File: src/rtl/tdes_pkg.sv
// Shared definitions for the triple-DES engine: sequencer state encoding,
// round/pass geometry, counter widths and the block/subkey widths used by
// the round controller, key generator and Feistel datapath.
package tdes_pkg;

  localparam int unsigned ROUNDS   = 16;  // Feistel rounds per DES pass
  localparam int unsigned PASSES   = 3;   // DES passes per block (key0/key1/key2)
  localparam int unsigned ROUND_W  = 5;   // round_count width (0 = load step, 1..16 = rounds)
  localparam int unsigned KEY_W    = 2;   // key_count width (pass index)
  localparam int unsigned BLOCK_W  = 64;  // data block width
  localparam int unsigned SUBKEY_W = 48;  // per-round subkey width

  typedef enum logic [1:0] {
    IDLE,
    RUN,
    DRAIN,
    DONE
  } state_t;

  typedef logic [BLOCK_W-1:0]  block_t;
  typedef logic [SUBKEY_W-1:0] subkey_t;

endpackage

File: src/rtl/flex_counter.sv
// Round counter with programmable rollover value.
//   clk, n_rst      clock, asynchronous active-low reset
//   clear           synchronous clear to zero (has priority over count_enable)
//   count_enable    advance by one; wraps rollover_val -> 0
//   rollover_val    terminal count
//   count_out       current count (registered)
//   rollover_flag   count_out == rollover_val, decoded from the register
module flex_counter #(
  parameter int unsigned WIDTH = 5
) (
  input  logic             clk,
  input  logic             n_rst,
  input  logic             clear,
  input  logic             count_enable,
  input  logic [WIDTH-1:0] rollover_val,
  output logic [WIDTH-1:0] count_out,
  output logic             rollover_flag
);

  logic [WIDTH-1:0] count;

  always_ff @(posedge clk or negedge n_rst) begin
    if (!n_rst) begin
      count <= '0;
    end else if (clear) begin
      count <= '0;
    end else if (count_enable) begin
      if (count == rollover_val) begin
        count <= '0;
      end else begin
        count <= count + WIDTH'(1);
      end
    end
  end

  assign count_out     = count;
  assign rollover_flag = (count == rollover_val);

endmodule

File: src/rtl/tdes_round_controller.sv
// Triple-DES round sequencer. Accepts one block request at a time, steps the
// subkey generator through PASSES passes of ROUNDS rounds each (plus a load
// step per pass), and strobes the Feistel datapath one cycle later, when the
// subkey for that step is valid.
//   clk, n_rst     clock, asynchronous active-low reset
//   start          block request, honoured only while ready
//   reverse_in     direction for the request (0 encrypt, 1 decrypt)
//   result_ack     consumer took the result, honoured only while result_valid
//   ready          idle, a request is accepted this cycle if start=1
//   busy           pass sequencing or final drain cycle in progress
//   reverse        latched direction, stable until the next accept
//   key_enable     key generator advance (every step 0..ROUNDS)
//   round_count    0 = load step, 1..ROUNDS = round index
//   key_count      current pass
//   cnt_rollover   last step of a non-final pass
//   key_rollover   last step of the final pass
//   load_block     datapath captures the input block and applies IP
//   round_strobe   datapath performs one Feistel round
//   pass_done      datapath applies FP/swap for the pass just finished
//   result_valid   result register holds the finished block
module tdes_round_controller #(
  parameter int unsigned ROUNDS = tdes_pkg::ROUNDS,
  parameter int unsigned PASSES = tdes_pkg::PASSES
) (
  input  logic                         clk,
  input  logic                         n_rst,
  input  logic                         start,
  input  logic                         reverse_in,
  input  logic                         result_ack,
  output logic                         ready,
  output logic                         busy,
  output logic                         reverse,
  output logic                         key_enable,
  output logic [tdes_pkg::ROUND_W-1:0] round_count,
  output logic [tdes_pkg::KEY_W-1:0]   key_count,
  output logic                         cnt_rollover,
  output logic                         key_rollover,
  output logic                         load_block,
  output logic                         round_strobe,
  output logic                         pass_done,
  output logic                         result_valid
);

  import tdes_pkg::*;

  localparam logic [ROUND_W-1:0] ROUND_LAST = ROUND_W'(ROUNDS);
  localparam logic [KEY_W-1:0]   KEY_LAST   = KEY_W'(PASSES - 1);

  state_t             state;
  state_t             next_state;
  logic [ROUND_W-1:0] rc;
  logic               rc_at_last;
  logic [KEY_W-1:0]   kc;
  logic               reverse_r;
  logic               ke_d;
  logic [ROUND_W-1:0] rc_d;
  logic               illegal;
  logic               accept;
  logic               running;
  logic               last_pass;

  assign running   = (state == RUN);
  assign accept    = (state == IDLE) && start;
  assign last_pass = (kc == KEY_LAST);
  // Counter values outside the pass geometry can only come from upsets;
  // they abort the block back to IDLE.
  assign illegal   = (rc > ROUND_LAST) || (kc > KEY_LAST);

  flex_counter #(
    .WIDTH (ROUND_W)
  ) u_round_counter (
    .clk           (clk),
    .n_rst         (n_rst),
    .clear         (!running || illegal),
    .count_enable  (running),
    .rollover_val  (ROUND_LAST),
    .count_out     (rc),
    .rollover_flag (rc_at_last)
  );

  always_ff @(posedge clk or negedge n_rst) begin
    if (!n_rst) begin
      state <= IDLE;
    end else begin
      state <= next_state;
    end
  end

  // Pass counter: cleared outside RUN so every block starts at pass 0 and
  // the DRAIN cycle already shows key_count=0.
  always_ff @(posedge clk or negedge n_rst) begin
    if (!n_rst) begin
      kc <= '0;
    end else if (!running || illegal) begin
      kc <= '0;
    end else if (rc_at_last) begin
      kc <= last_pass ? '0 : kc + KEY_W'(1);
    end
  end

  always_ff @(posedge clk or negedge n_rst) begin
    if (!n_rst) begin
      reverse_r <= 1'b0;
    end else if (accept) begin
      reverse_r <= reverse_in;
    end
  end

  // Subkeys appear one cycle after key_enable, so datapath strobes are
  // decoded from a one-cycle-delayed copy of the key-side controls.
  always_ff @(posedge clk or negedge n_rst) begin
    if (!n_rst) begin
      ke_d <= 1'b0;
      rc_d <= '0;
    end else if (illegal) begin
      ke_d <= 1'b0;
      rc_d <= '0;
    end else begin
      ke_d <= running;
      rc_d <= rc;
    end
  end

  always_comb begin
    next_state   = state;
    ready        = 1'b0;
    busy         = 1'b0;
    key_enable   = 1'b0;
    cnt_rollover = 1'b0;
    key_rollover = 1'b0;
    load_block   = 1'b0;
    result_valid = 1'b0;

    case (state)
      IDLE: begin
        ready = 1'b1;
        if (start) begin
          next_state = RUN;
        end
      end
      RUN: begin
        busy         = 1'b1;
        key_enable   = 1'b1;
        load_block   = (rc == '0) && (kc == '0);
        cnt_rollover = rc_at_last && !last_pass;
        key_rollover = rc_at_last && last_pass;
        if (rc_at_last && last_pass) begin
          next_state = DRAIN;
        end
      end
      DRAIN: begin
        busy       = 1'b1;
        next_state = DONE;
      end
      DONE: begin
        result_valid = 1'b1;
        if (result_ack) begin
          next_state = IDLE;
        end
      end
      default: begin
        next_state = IDLE;
      end
    endcase

    if (illegal) begin
      next_state = IDLE;
    end
  end

  assign reverse      = reverse_r;
  assign round_count  = rc;
  assign key_count    = kc;
  assign round_strobe = ke_d && (rc_d != '0);
  assign pass_done    = round_strobe && (rc_d == ROUND_LAST);

endmodule
File: config.mk
export PLATFORM = sky130hd
export DESIGN_NAME = tdes_round_controller
export DESIGN_NICKNAME = d
export VERILOG_FILES = /design/src/rtl/tdes_pkg.sv /design/src/rtl/flex_counter.sv /design/src/rtl/tdes_round_controller.sv
export SDC_FILE = /design/constraint.sdc
export NUM_CORES = 1
export LEC_CHECK = 0
export ABC_AREA = 1
export BUFFER_PORTS_ARGS = -buffer_cell sky130_fd_sc_hd__buf_4
export CAP_MARGIN = 5
export CORE_MARGIN = 2
export CORE_UTILIZATION = 39
export CTS_CLUSTER_SIZE = 12
export DETAILED_ROUTE_END_ITERATION = 16
export HOLD_SLACK_MARGIN = 0.02
export SKIP_CTS_REPAIR_TIMING = 1
export SLEW_MARGIN = 20
export SYNTH_ARGS = -nofsm -noshare
export SYNTH_HDL_FRONTEND = slang
export SYNTH_HIERARCHICAL = 1
export SYNTH_SLANG_ARGS = --single-unit
File: constraint.sdc
create_clock -name clk -period 1.64 [get_ports clk]
set_clock_uncertainty 0.1 [all_clocks]
set_input_delay 0.082 -clock clk [delete_from_list [all_inputs] [get_ports clk]]
set_output_delay 0.082 -clock clk [all_outputs]
set_load 0.05 [all_outputs]
After elaboration in Yosys (flattened, before gate mapping)
Index checks and enable logic that the tools add are counted.
W data, S select, Z words.

cells by class
  order comparisons = 2
  shift operators = 0
  multiplexer cells = 20
  div/mod/pow operators = 0
  reductions and logical operators = 18
  bitwise logic cells = 0
  multipliers = 0
  eq/ne operators = 9
  add/subtract/negate cells = 2

operators by type and width
  cell                   number
  $mux W5                4
  $mux W2                7
  $eq A5 B5 Y1 const B   2
  $mux W1                8
  $pmux W2 S4            1
  $eq A2 B2 Y1 const B   3
  $logic_and A1 B1 Y1    6
  $ne A3 B3 Y1 const B   2
  $add A5 B1 Y5 const B  1
  $gt A5 B5 Y1 const B   1
  $logic_not A5 Y1       1
  $reduce_bool A5 Y1     1
  $logic_not A2 Y1       2
  $reduce_bool A2 Y1     2
  $ne A3 B2 Y1 const B   1
  $reduce_and A3 Y1      1
  $add A2 B1 Y2 const B  1
  $eq A2 B1 Y1 const B   1
  $gt A2 B2 Y1 const B   1
  $logic_not A1 Y1       2
  $logic_or A1 B1 Y1     2
  $reduce_or A2 Y1       1

word-level totals
  memory bits (writable) = 0
  input bits = 5
  word-level logic and storage cells = 57
  ROM bits = 0
  output and inout port bits = 17
  bits in latches = 0
  memories = 0
  register bits = 16

Depth between registers and ports, before layout
  word-level depth = 5
  mapped depth = 12
  depth with buffers taken out = 12

Cells and area by module
Netlist, hierarchy kept.

by module, submodules not included
  module                 times used  cells each  seq. area each (µm²)  area each (µm²)
  tdes_round_controller  1           83          275.3                 638.1
  flex_counter           1           52          125.1                 352.8

Least setup slack after synthesis
No wires, ideal clock.

  path kind = flip-flop to output port
  start point = reg state[1]
  end point = out load_block
  buffers on the path = 0
  stages on the path, launching flop included = 5
  required time = 1.458 ns
  setup slack = -1.265 ns
  data arrival time = 2.723 ns
  path through = dfrtp_1 -> inv_1 -> ha_1 -> inv_2 -> nor4_1

between the ends
  longest elaborated chain between the ends = 2

ends and longest elaborated chain
  element                 RTL line                      RTL
  start, declared         tdes_round_controller.sv:49   state_t state;
  start signal, assigned  tdes_round_controller.sv:85   state <= next_state;
  $eq A2 B1 Y1            tdes_round_controller.sv:134  case (state)
  $mux W1                 tdes_round_controller.sv:134
  end, declared           tdes_round_controller.sv:38   output logic load_block,

Every way passes these cells.

Worst setup path after layout
  start point = reg u_round_counter.count[0], in the netlist u_round_counter/count_out[0]
  end point = out key_rollover

between the ends
  longest elaborated chain between the ends = 3

ends and longest elaborated chain
  element                 RTL line                      RTL
  start, declared         flex_counter.sv:20            logic [WIDTH-1:0] count;
  start signal, assigned  flex_counter.sv:31            count <= count + WIDTH'(1);
  $eq A5 B5 Y1            flex_counter.sv:37            assign rollover_flag = (count == rollover_val);
  named net rc_at_last    tdes_round_controller.sv:52   logic rc_at_last;
  $logic_and A1 B1 Y1     tdes_round_controller.sv:146  key_rollover = rc_at_last && last_pass;
  $mux W1                 tdes_round_controller.sv:134
  end, declared           tdes_round_controller.sv:37   output logic key_rollover,

The timed path passes the listed nets, and every way through them passes these cells.

==> impl_metrics.xml <==
<?xml version="1.0" encoding="UTF-8"?>
<metrics>
  <group name="pwr">
    <metric name="pwr-share-seq" unit="%">24.9</metric>
    <metric name="cellPowerDensity" unit="mW/mm^2">1340</metric>
    <metric name="total_switching_power" unit="mW">0.989</metric>
    <metric name="vdd.ir_drop.worst" unit="uV">1050</metric>
    <metric name="report.power.total" unit="mW">2.11</metric>
    <metric name="swShare" unit="%">46.9</metric>
    <metric name="clock_power_share" unit="%">12.3</metric>
    <metric name="internal-power" unit="mW">1.12</metric>
    <metric name="pwr-share-comb" unit="%">62.9</metric>
    <metric name="cellLeakagePower" unit="nW">0.811</metric>
  </group>
  <group name="route">
    <metric name="routed_via_density" unit="">4.43</metric>
    <metric name="firstDrtPassIters" unit="">4</metric>
    <metric name="drcViolationCount" unit="">0</metric>
    <metric name="routed-via-count" unit="">975</metric>
    <metric name="routed_wl" unit="um">2220</metric>
    <metric name="route.detailed.wl_per_inst" unit="um">10.1</metric>
    <metric name="drt-initial-drc-count" unit="">10</metric>
    <metric name="antenna_left" unit="">0</metric>
  </group>
  <group name="floorplan">
    <metric name="die-width" unit="um">54.4</metric>
    <metric name="fp.dieArea" unit="sq mm">0.00296</metric>
    <metric name="core_area" unit="sq mm">0.00243</metric>
    <metric name="dieHeight" unit="um">54.4</metric>
    <metric name="start_util" unit="%">40.7</metric>
    <metric name="io_pins" unit="">22</metric>
    <metric name="placementRows" unit="">18</metric>
  </group>
  <group name="global_routing">
    <metric name="number_of_antenna_violations_at_the_first_check_in_global_routing" unit="">0</metric>
    <metric name="gr-usage-all-layers" unit="%">14.7</metric>
    <metric name="grt_start_max_net_pins" unit="">17</metric>
    <metric name="grt.overflow.total" unit="">0</metric>
    <metric name="global_route_wire_length_before_repair" unit="um">3190</metric>
    <metric name="number_of_global_route_vias_before_repair" unit="">810</metric>
  </group>
  <group name="setup_path">
    <metric name="crit_slowest_cell" unit="">sky130_fd_sc_hd__dfrtp_2</metric>
    <metric name="worst-path-buf-inv" unit="">2</metric>
    <metric name="worstReg2RegStart" unit="">u_round_counter/count_out[1]$_DFFE_PN0P_</metric>
    <metric name="path_cells" unit="">nor2_1, nor2_1, nor2_2, nand3_2, inv_4, nand3_4, nor2_4, buf_8</metric>
    <metric name="max_stage_delay" unit="ns">0.45</metric>
    <metric name="timing.critical_path.depth" unit="">8</metric>
    <metric name="setup.worst_path.end_class" unit="">output port</metric>
    <metric name="cpMostUsedCell" unit="">sky130_fd_sc_hd__nor2_1</metric>
    <metric name="worst-r2r-setup-slack" unit="ns">-0.02</metric>
    <metric name="path_max_fanout" unit="">5</metric>
    <metric name="worstReg2RegEnd" unit="">u_round_counter/count_out[2]$_DFFE_PN0P_</metric>
    <metric name="crit_type" unit="">flip-flop to output port</metric>
    <metric name="worstSetupStartpointType" unit="">flip-flop</metric>
    <metric name="worstPathRequired" unit="ns">1.46</metric>
    <metric name="critical_path_arrival" unit="ns">1.59</metric>
    <metric name="cp_top_family" unit="">simple AND/OR/NAND/NOR gates</metric>
    <metric name="reg2regPathDepth" unit="">10</metric>
  </group>
  <group name="timing">
    <metric name="report.final.hold_viol_count" unit="">0</metric>
    <metric name="timing.final.max_slew_violations" unit="">0</metric>
    <metric name="post-route-period-util" unit="%">108</metric>
    <metric name="fmax" unit="MHz">566</metric>
    <metric name="grt_setup_unrepaired" unit="">yes</metric>
    <metric name="fin_hold_ws" unit="ns">0.0843</metric>
    <metric name="setup_tns_final" unit="ns">-0.250</metric>
    <metric name="final.min_clock_period" unit="ns">1.77</metric>
    <metric name="finalSetupViolations" unit="">4</metric>
    <metric name="final_critical_path_setup_slack" unit="ns">-0.127</metric>
  </group>
  <group name="logic_synthesis">
    <metric name="synthesis.yosys.warnings" unit="">6</metric>
    <metric name="postSynthRegisterBits" unit="">16</metric>
    <metric name="ys_types" unit="">24</metric>
    <metric name="netlist_instances" unit="">135</metric>
    <metric name="synth_area" unit="sq um">991</metric>
    <metric name="yosysSeqAreaShare" unit="%">40.4</metric>
    <metric name="synthesis.area_per_instance" unit="sq um">7.34</metric>
  </group>
  <group name="placed_design">
    <metric name="dp_worst_setup_slack" unit="ns">0.0408</metric>
    <metric name="port_buffers" unit="">21</metric>
    <metric name="gp_routability_congestion" unit="">0.802</metric>
    <metric name="hpwl" unit="um">1600</metric>
    <metric name="dpl-instance-area" unit="sq mm">0.00134</metric>
    <metric name="dp_cells" unit="">201</metric>
  </group>
  <group name="cts">
    <metric name="cts_root_buffer" unit="">sky130_fd_sc_hd__clkbuf_4</metric>
    <metric name="clkLatencyLatePin" unit="ns">0.28</metric>
    <metric name="tritoncts" unit="">built</metric>
    <metric name="cts.path.max_buffers" unit="">2</metric>
    <metric name="cts_made_buffers" unit="">3</metric>
    <metric name="clk_pin_slew_worst_paths" unit="ns">0.09</metric>
    <metric name="clock_sinks" unit="">16</metric>
    <metric name="level_count_of_the_clock_h_tree" unit="">1</metric>
  </group>
  <group name="worst_hold_path">
    <metric name="min-delay-path-class" unit="">primary input to async pin</metric>
  </group>
  <group name="final_layout">
    <metric name="n_antenna_cell" unit="">0</metric>
    <metric name="finalInstanceArea" unit="sq mm">0.00157</metric>
    <metric name="area_growth" unit="%">58.1</metric>
    <metric name="post_route_cells_drive_above_1_share" unit="%">44.2</metric>
    <metric name="final-instance-count-excl-fill" unit="">220</metric>
    <metric name="finish.utilization" unit="%">64.4</metric>
    <metric name="finish.net_count" unit="">201</metric>
  </group>
  <group name="outcome">
    <metric name="violations" unit="">setup timing</metric>
    <metric name="outcome" unit="">finished, violations left</metric>
  </group>
  <group name="job">
    <metric name="maximum_capacitance_violations" unit="">0</metric>
  </group>
</metrics>
worst max-delay path by stage:
stage,from,to
after floorplan,u_round_counter/count_out[1]$_DFFE_PN0P_,u_round_counter/count_out[2]$_DFFE_PN0P_
after global placement,u_round_counter/count_out[0]$_DFFE_PN0P_,state[1]$_DFFE_PN0P_
after detailed placement,u_round_counter/count_out[0]$_DFFE_PN0P_,state[1]$_DFFE_PN0P_
after CTS,u_round_counter/count_out[0]$_DFFE_PN0P_,cnt_rollover
after global routing,u_round_counter/count_out[0]$_DFFE_PN0P_,key_rollover
final,u_round_counter/count_out[0]$_DFFE_PN0P_,key_rollover
metal layers:
metal | track usage, % | share of wire, % | wire length (um) | vias up
met2 | 25.9 | 51 | 1130 | 16
met4 | 6.25 | 0.31 | 7 | 0
li1 | - | - | - | 511
met1 | 18.4 | 46 | 1030 | 446
met3 | 0.820 | 2.3 | 51 | 2
met5 | 0 | 0 | 0 | -
layout make-up:
class                   instances  area, sq um
fillers                       211          866
multi-input cells              96          597
flip-flops and latches         16          409
repair buffers                 44          364
inverters                      30          123
well taps                      30         37.5
clock buffers                   4         36.3
state kept, by name, summed over array words and instances (netlist names):
register / flops
rc_d: 5
u_round_counter/count_out: 5
key_count: 2
state: 2
ke_d: 1
reverse: 1
cells in the final DEF (no fill, tap or decap), drive strengths merged:
cell / n
buf: 41
nand2: 31
inv: 28
nor2: 22
dfrtp: 16
nand3: 10
conb: 9
a21oi: 6
o21ai: 6
ha: 5
clkbuf: 4
dlygate4sd3: 3
xor2: 2
clkinv: 2
nor4: 1
a31oi: 1
nand4: 1
xnor2: 1
or2: 1
cell families (layout without fill, tap and decap cells):
kind of cell             after synthesis  after routing  share of synthesized area [%]
AND/OR/NAND/NOR                       66             66                           31.3
buffers and inverters                 30             78                           11.9
flip-flops                            16             16                           40.4
AO/OA/AOI/OAI                         13             13                           6.69
adder cells (fa/ha/maj)                5              5                           6.31
XOR/XNOR                               3              3                           2.65
other                                  2              9                          0.758
Yosys cell counts (all sizes together):
cell type	n	area [sq um]
a31oi	1	6.26
clkinv	2	12.5
dfrtp	16	400
conb	2	7.51
nand2	31	136
nand3	10	60.1
xnor2	1	8.76
xor2	2	17.5
nand4	1	6.26
ha	5	62.6
or2	1	6.26
nor2	22	95.1
a21oi	6	30.0
o21ai	6	30.0
inv	28	105
nor4	1	6.26
power by group through the flow:
stage | Clock (mW) | Sequential, mW | Combinational (mW)
final | 0.259 | 0.524 | 1.32
after global routing | 0.284 | 0.535 | 1.43
after CTS | 0.269 | 0.517 | 1.14
after detailed placement | 0 | 0.525 | 1.14
after global placement | 0 | 0.526 | 1.11
after floorplan | 0 | 0.597 | 0.790
(Power assumes the default switching activity.)
